File: src/rtl/pipeline_hazard_ctrl.sv
// pipeline_hazard_ctrl: stall/flush sequencer for the 5-stage pipeline,
// owning the EX multi-cycle counter and the MEM bus-wait timeout counter.
module pipeline_hazard_ctrl #(
    parameter int MC_CNT_WIDTH  = 6,
    parameter int MEM_TIMEOUT   = 255,
    parameter int TIMEOUT_WIDTH = 8
) (
    input  logic                    clk,
    input  logic                    rst,
    input  logic                    id_stall_req,
    input  logic                    ex_mc_start,
    input  logic [MC_CNT_WIDTH-1:0] ex_mc_cycles,
    input  logic                    mem_req,
    input  logic                    mem_ready,
    input  logic                    exc_req,
    input  logic [31:0]             exc_vector,
    output logic                    stall_pc,
    output logic                    stall_if,
    output logic                    stall_id,
    output logic                    stall_ex,
    output logic                    stall_mem,
    output logic                    stall_wb,
    output logic                    flush,
    output logic [31:0]             flush_pc,
    output logic                    ex_mc_busy,
    output logic                    bus_error
);
    typedef enum logic [1:0] {IDLE, FLUSH, DRAIN} state_t;
    state_t state, state_next;
    logic [MC_CNT_WIDTH-1:0] mc_cnt, mc_next;
    logic [TIMEOUT_WIDTH-1:0] wait_cnt, wait_next;
    logic [31:0] vec;
    logic in_flush, mc_load, busy, mem_wait, timeout, mem_stall, run;

    always_ff @(posedge clk or negedge rst) begin
        if (!rst) begin
            state    <= IDLE;
            mc_cnt   <= '0;
            wait_cnt <= '0;
            vec      <= '0;
        end else begin
            state    <= state_next;
            mc_cnt   <= mc_next;
            wait_cnt <= wait_next;
            if (state == IDLE && exc_req) vec <= exc_vector;
        end
    end

    // Outputs are gated by rst so an asserted reset forces them low without a clock edge.
    always_comb begin
        in_flush   = state == FLUSH;
        state_next = state == IDLE ? (exc_req ? FLUSH : IDLE) : in_flush ? DRAIN : IDLE;
        mc_load    = ex_mc_start && mc_cnt == '0 && !in_flush && ex_mc_cycles >= MC_CNT_WIDTH'(2);
        busy       = !in_flush && (mc_cnt != '0 || mc_load);
        mem_wait   = mem_req && !mem_ready;
        timeout    = !in_flush && mem_wait && wait_cnt == TIMEOUT_WIDTH'(MEM_TIMEOUT - 1);
        mem_stall  = !in_flush && mem_wait && !timeout;
        mc_next    = in_flush ? '0 : mc_load ? ex_mc_cycles - MC_CNT_WIDTH'(1) :
                     mc_cnt != '0 ? mc_cnt - MC_CNT_WIDTH'(1) : mc_cnt;
        wait_next  = mem_stall ? wait_cnt + TIMEOUT_WIDTH'(1) : '0;
        run        = rst && state == IDLE;
        stall_pc   = run && (id_stall_req || busy || mem_stall);
        stall_if   = stall_pc;
        stall_id   = stall_pc;
        stall_ex   = run && (busy || mem_stall);
        stall_mem  = run && mem_stall;
        stall_wb   = 1'b0;
        flush      = rst && in_flush;
        flush_pc   = flush ? vec : 32'd0;
        ex_mc_busy = rst && busy;
        bus_error  = rst && timeout;
    end
endmodule

File: config.mk
export PLATFORM = sky130hd
export DESIGN_NAME = pipeline_hazard_ctrl
export DESIGN_NICKNAME = d
export VERILOG_FILES = /design/src/rtl/pipeline_hazard_ctrl.sv
export SDC_FILE = /design/constraint.sdc
export NUM_CORES = 1
export LEC_CHECK = 0
export ABC_AREA = 1
export BUFFER_PORTS_ARGS = -buffer_cell sky130_fd_sc_hd__buf_2
export CAP_MARGIN = 20
export CORE_UTILIZATION = 45
export DETAILED_ROUTE_END_ITERATION = 7
export PLACE_DENSITY = 0.79
export SLEW_MARGIN = 40
export SYNTH_ARGS = -nofsm -noshare
export SYNTH_HDL_FRONTEND = slang
export SYNTH_SLANG_ARGS = --single-unit
File: constraint.sdc
create_clock -name clk -period 1.6 [get_ports clk]
set_clock_uncertainty 0.1 [all_clocks]
set_input_delay 0.32 -clock clk [delete_from_list [all_inputs] [get_ports clk]]
set_output_delay 0.32 -clock clk [all_outputs]
set_load 0.1 [all_outputs]
=== Word level (Yosys, flattened, before mapping) ===
Cells that the tools add are included.

* Logic and storage cells: 45
* Memories kept: 0
* Bits of input ports: 45
* Output and inout bits: 41
* Memory bits (writable): 0
* Register bits after elaboration: 48
* Bits in read-only memories: 0
* Latch bits: 0

* Add/sub/neg operators: 3
* Equality and inequality tests: 2
* Reduce and logical (&&, ||, !) cells: 27
* Shifts and indexed selects: 0
* Div/mod/pow operators: 0
* Magnitude comparators: 1
* Multiplexer cells: 8
* Bitwise gates (word level): 0
* $mul: 0

{| class="wikitable"
|+ Operators with widths
! cell !! number
|-
| 32-bit two-way mux || 1
|-
| 6-bit two-way mux || 3
|-
| 1-bit logical AND || 16
|-
| 6-bit by 1-bit subtractor with 6-bit output (second input constant) || 2
|-
| 8-bit by 1-bit adder with 8-bit output (second input constant) || 1
|-
| 8-bit equality test (second input constant) || 1
|-
| 8-bit two-way mux || 1
|-
| 6-bit by 2-bit >= comparator with 1-bit output (second input constant) || 1
|-
| 6-bit zero test || 1
|-
| 6-bit nonzero test || 1
|-
| 1-bit logical OR || 4
|-
| 2-bit two-way mux || 2
|-
| 1-bit zero test || 3
|-
| 3-bit nonzero test || 1
|-
| 2-bit by 1-bit equality test with 1-bit output (second input constant) || 1
|-
| 2-bit zero test || 1
|-
| 1-bit two-way mux || 1
|}

=== Depth between registers and ports, before layout ===
Gate-level depths: netlist (run 1).

* Depth after elaboration: 9
* Mapped depth: 11
* Gate-level depth less buffers: 11

=== Least setup slack after synthesis (run 1) ===
No wires, ideal clock.

* Path kind: flip-flop to output port
* Start: register wait_cnt[0]
* End: output bus_error
* Data arrival time: 3690 ps
* Required time: 1180 ps
* Slack: -2510 ps
* Stages on the path, launching flop included: 6
* Path buffers: 0
* Cells stage by stage: dfrtp_1 inv_1 ha_1 nand4_1 or2_1 nor4_1

* Longest elaborated chain between the ends: 3

{| class="wikitable"
|+ Ends and longest elaborated chain
! element !! line !! RTL
|-
| from (decl) || 31 || <nowiki>logic [TIMEOUT_WIDTH-1:0] wait_cnt, wait_next;</nowiki>
|-
| from (signal assigned) || 44 || <nowiki>wait_cnt <= wait_next;</nowiki>
|-
| 8-bit equality test || 56 || <nowiki>timeout = !in_flush && mem_wait && wait_cnt == TIMEOUT_WIDTH'(MEM_TIMEOUT - 1);</nowiki>
|-
| 1-bit logical AND || 56 ||
|-
| 1-bit logical AND || 71 || <nowiki>bus_error = rst && timeout;</nowiki>
|-
| to (decl) || 26 || <nowiki>output logic bus_error</nowiki>
|}

No other way between the ends.

=== Worst setup path in the final report (run 1) ===
* Start: register state[1]
* End: output flush_pc[29]

* Longest elaborated chain between the ends: 3

{| class="wikitable"
|+ Ends and longest elaborated chain
! element !! line !! RTL
|-
| from (decl) || 29 || <nowiki>state_t state, state_next;</nowiki>
|-
| from (signal assigned) || 42 || <nowiki>state <= state_next;</nowiki>
|-
| 2-bit by 1-bit equality test with 1-bit output || 51 || <nowiki>in_flush = state == FLUSH;</nowiki>
|-
| 1-bit logical AND || 68 || <nowiki>flush = rst && in_flush;</nowiki>
|-
| 32-bit two-way mux || 69 || <nowiki>flush_pc = flush ? vec : 32'd0;</nowiki>
|-
| to (decl) || 24 || <nowiki>output logic [31:0] flush_pc,</nowiki>
|}

No other way between the ends.

==> summary.md, run 1 <==
| Metric | Value |
|---|---|
| Nature of the critical path endpoint | output pin |
| Sw Pwr | 2.35 mW |
| Worst VDD drop | roughly 0.74 mV |
| Final HPWL DP | 4.98 mm |
| Clk_lat worst skew | 300 ps |
| Synth-to-Final Area Change | 85.4% |
| Die height | 75.0 µm |
| Setup TNS Final | -22930 ps |
| CTS tree | yes |
| Post-synth EDFFs | 0 |
| Drt total wl | 8.06 mm |
| Ant. Diodes | 0 |
| Final GP Congestion | 0.836 |
| Inst Count DP | 474 |
| Die Area | 5620 µm² |
| Routed met2 length | 4.38 mm |
| All-Layer GR Usage | 29.4% |
| Critical Path Start Type | flip-flop |
| Placed cell areas | 4060 µm² |
| Adder-Cell Fraction of Synth Area | ~1.0% |
| Async SR Flop Fraction | 100% |
| Number of core rows | 26 |
| Switching Share | 43.9% |
| Worst setup margin | -634 ps |
| Syn_area_per_cell | 8.01 µm² |
| Comb pwr share | 54.0% |
| Final routed wire length divided by cell count | between 15 and 20 µm |
| Initial drt markers | ~130 |
| Metal-1 WL | about 3 mm |
| Ports | 86 |
| Worst EP required | 1180 ps |
| First drt pass iteration count | 4 |
| Post-layout nets | 470 |
| Final instance area | 4440 µm² |
| Ys Warns | 0 |
| Layout cell share with drive strength beyond 1 | 52.4% |
| Seq/Total Area, Yosys | 50.1% |
| Sequential Power Share | between 20% and 30% |
| Core Region | ~5000 µm² |
| Fmax | 448 MHz |
| H-tree Lvls | 2 |
| Clk pin slew, worst setup/hold paths | 90 ps |
| Synth Area in Compound Gates | 11.6% |
| Crit-path max FO | 7 |
| Die width | 75.0 µm |
| CTS root buf | clkbuf_8 |
| # DRC | 0 |
| Leakage power total | 2.03 nW |
| Endpoints failing setup | 46 |
| Post-DRT Antenna Nets | 0 |
| Pwr/cell area | 1200 nW/µm² |
| Via density | 5.08 |
| Largest net degree at the start of global routing | between 50 and 60 |
| Final Power | 5.35 mW |
| Global-route wire length before repair | 12.0 mm |
| I/O Buffers | 84 |
| #FFs+latches synth | 48 |
| Vias | around 2500 |
| Synth Cell Area | 2400 µm² |
| Synth unique cells | 33 |
| RSZ-0062 raised after global routing | true |
| Max-cap violations | 0 |
| Met3 wire length | 475 µm |
| CTS Sinks | 48 |
| Worst hold slack | ~6.6 ps |
| Clock buffer depth | 2 |
| Simple-gate share of the synthesized area | 25.4% |
| CP Cell Sequence | nor2_4 -> inv_2 -> nor2_4 -> clkinv_4 -> buf_12 -> buf_12 -> nor2_4 -> buf_12 |
| Post-route clock period utilization | 140% |
| Max stage delay cell, worst path | dfrtp_1 |
| Synth Instances | 299 |
| Number of global-route vias before repair | 2515 |
| Failing checks | setup timing |
| XOR/XNOR share of the synthesized area | 0% |
| GR Overflow Total | 0 |
| HP Class | in -> async |
| CTS Buf Count | 5 |
| Max layer used | met4 |
| Synth Net Count | about 350 |
| Max-slew violations | 0 |
| Status | finished with violations |
| Power Internal | 3.00 mW |
| CP arrival | 1810 ps |
| Non-Filler Instances | 494 |
| WS Path Type | reg -> out |
| Crit path time final | roughly 2200 ps |
| Clock share of power | between 10% and 20% |
| Initial antenna violation count | 0 |
| Number of failing hold endpoints at the final stage | 0 |
| Largest family of logic cells by synthesized area | simple AND/OR/NAND/NOR gates |
| Initial Utilization | 46.9% |
| Top FF cell, synth | dfrtp_1 |
| Mux share of post-synthesis cell area | 0% |
| Crit-path max cell delay | 420 ps |
[critical path: cells and delay by family (launching register included)]
| kind | cells | cell delay [ps] |
|---|---|---|
| buf+inv | 5 | 640 |
| simple gates | 3 | 470 |
| flops | 1 | 420 |
[final timing paths]
| check | start | end | slack [ps] | depth (start not counted) |
|---|---|---|---|---|
| max | state[1] | flush_pc[29] | -630 | 8 |
| min | rst | vec[18] | 7 | 2 |
| max reg2reg | mc_cnt[0] | mc_cnt[3] | -120 | 10 |
| min reg2reg | state[1] | state[1] | 400 | 1 |
| max in group asynchronous | rst | state[1] | 760 | 4 |
| min in group clk | exc_vector[1] | vec[1] | 120 | 3 |
[timing repair]
item,in CTS,in global routing
endpoints found under the setup margin,52,83
gates cloned,2,1
pin swaps,12,12
endpoints found under the hold margin,9,0
buffers inserted,7,2
resized for setup,14,19
hold buffers,1,0
[stage by stage]
stage / util, % / worst slack, ps
detailed placement: 79.5 / -315
global route: 87.0 / -696
finish: 87.0 / -634
CTS: 85.1 / -609
global placement: 79.5 / -249
floorplan: - / -841
[per-layer routing]
| metal | GRT usage (%) | vias to the layer above |
|---|---|---|
| li1 | - | 1156 |
| met5 | 0 | - |
| met4 | 11.7 | 0 |
| met1 | 31.6 | 1238 |
| met3 | 7.90 | 20 |
| met2 | 54.6 | 96 |
[layout by cell type (no fill, tap or decap), types with 3 or more instances in the layout]
cell      count
dfrtp_1      48
nand2_2      11
o21ai_4       3
buf_2        44
nor2_4       38
o21ai_0      33
a21oi_1       4
nand2_4       4
buf_12       45
inv_1        47
nand2_1      40
a21oi_2       4
nor2_1       14
clkbuf_8      5
buf_6         6
nor2_2        5
inv_2         6
buf_4        32
[power groups by stage]
stage | combinational [mW] | clock (mW) | sequential [mW]
detailed placement | 2.47 | 0 | 1.60
finish | 2.89 | 0.865 | 1.60
global route | 3.05 | 0.909 | 1.61
global placement | 2.38 | 0 | 1.58
CTS | 2.70 | 0.865 | 1.58
floorplan | 1.73 | 0 | 1.57
[cells in the mapped netlist, drive strengths merged (3+ instances only)]
cell type / n / share of area, %
nand2: 55 / 9.7
nand3: 6 / 2.2
nor2: 58 / 11
o21bai: 3 / 1.1
dfrtp: 48 / 50
clkbuf: 5 / 0.78
o21ai: 36 / 7.8
inv: 55 / 8.6
buf: 9 / 2.2
a21oi: 10 / 2.4
nand4: 3 / 1.0
[logic make-up after synthesis]
group,Yosys count
AO/OA/AOI/OAI,50
adder cells (fa/ha/maj),2
buffers and inverters,69
flip-flops,48
other,1
AND/OR/NAND/NOR,129
[sequential cells by signal (all words and copies together), names as in the netlist]
| signal | count |
|---|---|
| vec | 32 |
| wait_cnt | 8 |
| mc_cnt | 6 |
| state | 2 |
[final cells by class]
cell class,count,area (µm²)
tap,70,87.6
fill,229,664
clock inverter,2,35.0
timing repair buffer,131,1520
sequential,48,1200
clock buffer,6,72.6
inverter,55,214
multi-input combinational,182,1310
(Power assumes the default switching activity.)
==> inputs of run 2 (changes only) <==
--- a/config.mk
+++ b/config.mk
@@ -10,6 +10,7 @@
 export CAP_MARGIN = 20
 export CORE_UTILIZATION = 45
 export DETAILED_ROUTE_END_ITERATION = 7
+export MAX_ROUTING_LAYER = met4
 export PLACE_DENSITY = 0.79
 export SLEW_MARGIN = 40
 export SYNTH_ARGS = -nofsm -noshare
==> run 2 against run 1 <==
Against the previous run:
- clock power is essentially flat
- final area is the same
- cell count unchanged
- the run still ends with setup timing left
- setup slack lost 3.5 ps
- highest routed layer unchanged
- critical path depth stayed put
- first-iteration DRC count is 16% higher
- power hardly changed
- core utilization is the same
==> summary.md, run 2 (synthesis gave the netlist of run 1 again) <==
| Metric | Value |
|---|---|
| Status | finished with violations |
| Failing checks | setup timing |
| Synth-to-Final Area Change | 85.4% (unchanged) |
| Inst Count DP | 474 (unchanged) |
| Final routed wire length divided by cell count | 16.3 µm (about the same) |
| R2R depth | 10 (unchanged) |
| All-Layer GR Usage | 30.4% (+0.94 points) |
| Comb pwr share | 54.0% (about the same) |
| Ant. Diodes | 0 (unchanged) |
| I/O Buffers | 84 (unchanged) |
| R2r endpoint | mc_cnt[3] |
| Clock share of power | 16.2% (about the same) |
| CP arrival | 1820 ps (about the same) |
| Sw Pwr | 2.35 mW (+0.15%) |
| Via density | 5.15 (+1.4%) |
| Most frequent cells in the layout | dfrtp_1 (48), inv_1 (47), buf_12 (45) |
| CTS tree | yes |
| Number of failing hold endpoints at the final stage | 0 (unchanged) |
| Post-DRT Antenna Nets | 0 (unchanged) |
| Worst VDD drop | 0.737 mV (-0.26%) |
| R2r startpoint | mc_cnt[0] |
| Biggest register | vec |
| Crit-path max FO | 7 (unchanged) |
| Worst Setup SP | state[1] |
| # DRC | 0 (unchanged) |
| Max-slew headroom | about two thirds |
| Drt total wl | 8.05 mm (about the same) |
| FF-to-FF setup slack | -120 ps (about the same) |
| Placed cell areas | 4060 µm² (unchanged) |
| Largest net degree at the start of global routing | 56 (unchanged) |
| Non-Filler Instances | 494 (unchanged) |
| Critical Path Start Type | flip-flop |
| HP Class | in -> async |
| Total of fill cells in the finished design | 229 (unchanged) |
| Worst setup margin | -637 ps (-3.47 ps) |
| Worst slack at placement | -315 ps (unchanged) |
| Endpoints failing setup | 46 (unchanged) |
| Power Internal | 3.00 mW (about the same) |
| Vias | 2546 (+1.4%) |
| Sequential Power Share | 29.8% (about the same) |
| Final instance area | 4440 µm² (unchanged) |
| Number of global-route vias before repair | 2517 (+0.080%) |
| Pwr/cell area | 1210 nW/µm² (about the same) |
| Post-layout nets | 470 (unchanged) |
| Setup TNS Final | -22990 ps (-53.0 ps) |
| GR Overflow Total | 0 (unchanged) |
| Global-route wire length before repair | 11.9 mm (about the same) |
| Crit path time final | 2240 ps (+3.47 ps) |
| Clk pin slew, worst setup/hold paths | 90 ps (about the same) |
| Largest register FFs | 32 (unchanged) |
| First drt pass iteration count | 4 (unchanged) |
| Initial antenna violation count | 0 (unchanged) |
| Final core occ | 87.0% (unchanged) |
| Ports | 86 (unchanged) |
| CP endpoint | flush_pc[29] |
| H-tree Lvls | 2 (unchanged) |
| RSZ-0062 raised after global routing | true |
| Number of core rows | 26 (unchanged) |
| Worst EP required | 1180 ps (about the same) |
| Worst-Margin Slew | between 500 and 600 ps |
| Worst hold slack | 6.34 ps (-0.245 ps) |
| Max-slew violations | 0 (unchanged) |
| Initial drt markers | 149 (+16%) |
| Fmax | 447 MHz (-0.16%) |
| Post-route clock period utilization | 140% (+0.22 points) |
| Layout cell share with drive strength beyond 1 | 52.4% (unchanged) |
| Final GP Congestion | 0.849 (+1.5%) |
| Max-cap violations | 0 (unchanged) |
| WS Path Type | reg -> out |
| Regs by FF count | vec: 32 flops, wait_cnt: 8 flops, mc_cnt: 6 flops |
| Initial Utilization | 46.9% (unchanged) |
| Clock buffer depth | 2 (unchanged) |
| Die Area | 5620 µm² (unchanged) |
| Commonest non-fill, non-tap cell in the layout | dfrtp_1 |
| Final HPWL DP | 4.98 mm (unchanged) |
| CTS Buf Count | 5 (unchanged) |
| CTS Sinks | 48 (unchanged) |
| Die height | 75.0 µm (unchanged) |
| Nature of the critical path endpoint | output pin |
| Core Region | 5110 µm² (unchanged) |
| Final Power | 5.36 mW (about the same) |
| CTS root buf | clkbuf_8 |
| Switching Share | 43.9% (about the same) |
| Clk_lat worst skew | 300 ps (about the same) |
| Leakage power total | 2.03 nW (unchanged) |
| Die width | 75.0 µm (unchanged) |
==> run 2: cell counts in the layout (fill, tap and decap cells not counted) <==
Identical to the previous run, type by type.
==> run 2: final cells by class <==
class	count	area, µm²	area share, %
repair buffers	131	1520	34.2
multi-input cells	182	1310	29.6
flip-flops and latches	48	1200	27.0
inverters	55	214	4.82
well taps	70	87.6	1.97
clock buffers	6	72.6	1.63
clock inverters	2	35.0	0.789
==> run 2: worst min path at each step <==
stage	endpoint	slack [ps]	depth (start not counted)
floorplan	mc_cnt[0]	-80	0
global placement	state[0]	250	3
detailed placement	state[0]	270	3
CTS	wait_cnt[1]	20	2
global route	wait_cnt[1]	40	2
finish	wait_cnt[0]	6	2
==> run 2: repair_timing <==
item | CTS | global route
endpoints found under the hold margin | 9 | 0
gates resized for setup | 14 | 19
pin swaps | 12 | 12
hold buffers | 1 | 0
setup buffers | 7 | 2
cloned | 2 | 1
endpoints found under the setup margin | 52 | 83
==> run 2: power groups by stage <==
stage | logic, mW | registers [mW] | clock network (mW)
floorplan | 1.73 | 1.57 | 0
global placement | 2.38 | 1.58 | 0
detailed placement | 2.47 | 1.60 | 0
CTS | 2.70 | 1.58 | 0.865
global route | 3.04 | 1.61 | 0.909
finish | 2.89 | 1.60 | 0.866
==> run 2: per-layer routing <==
| metal | part of all wire, % | up-vias | global-route usage (%) |
|---|---|---|---|
| li1 | - | 1156 | - |
| met1 | 37 | 1252 | 32.2 |
| met2 | 54 | 114 | 54.6 |
| met3 | 6.7 | 24 | 7.10 |
| met4 | 2.9 | 0 | 11.7 |
| met5 | 0 | - | - |
==> run 2: worst max-delay path, cell delays in order (launching register included) <==
cell and delay, ps:
dfrtp_1 420, nor2_4 170, inv_2 70, nor2_4 140, clkinv_4 90, buf_12 140
buf_12 150, nor2_4 160, buf_12 190
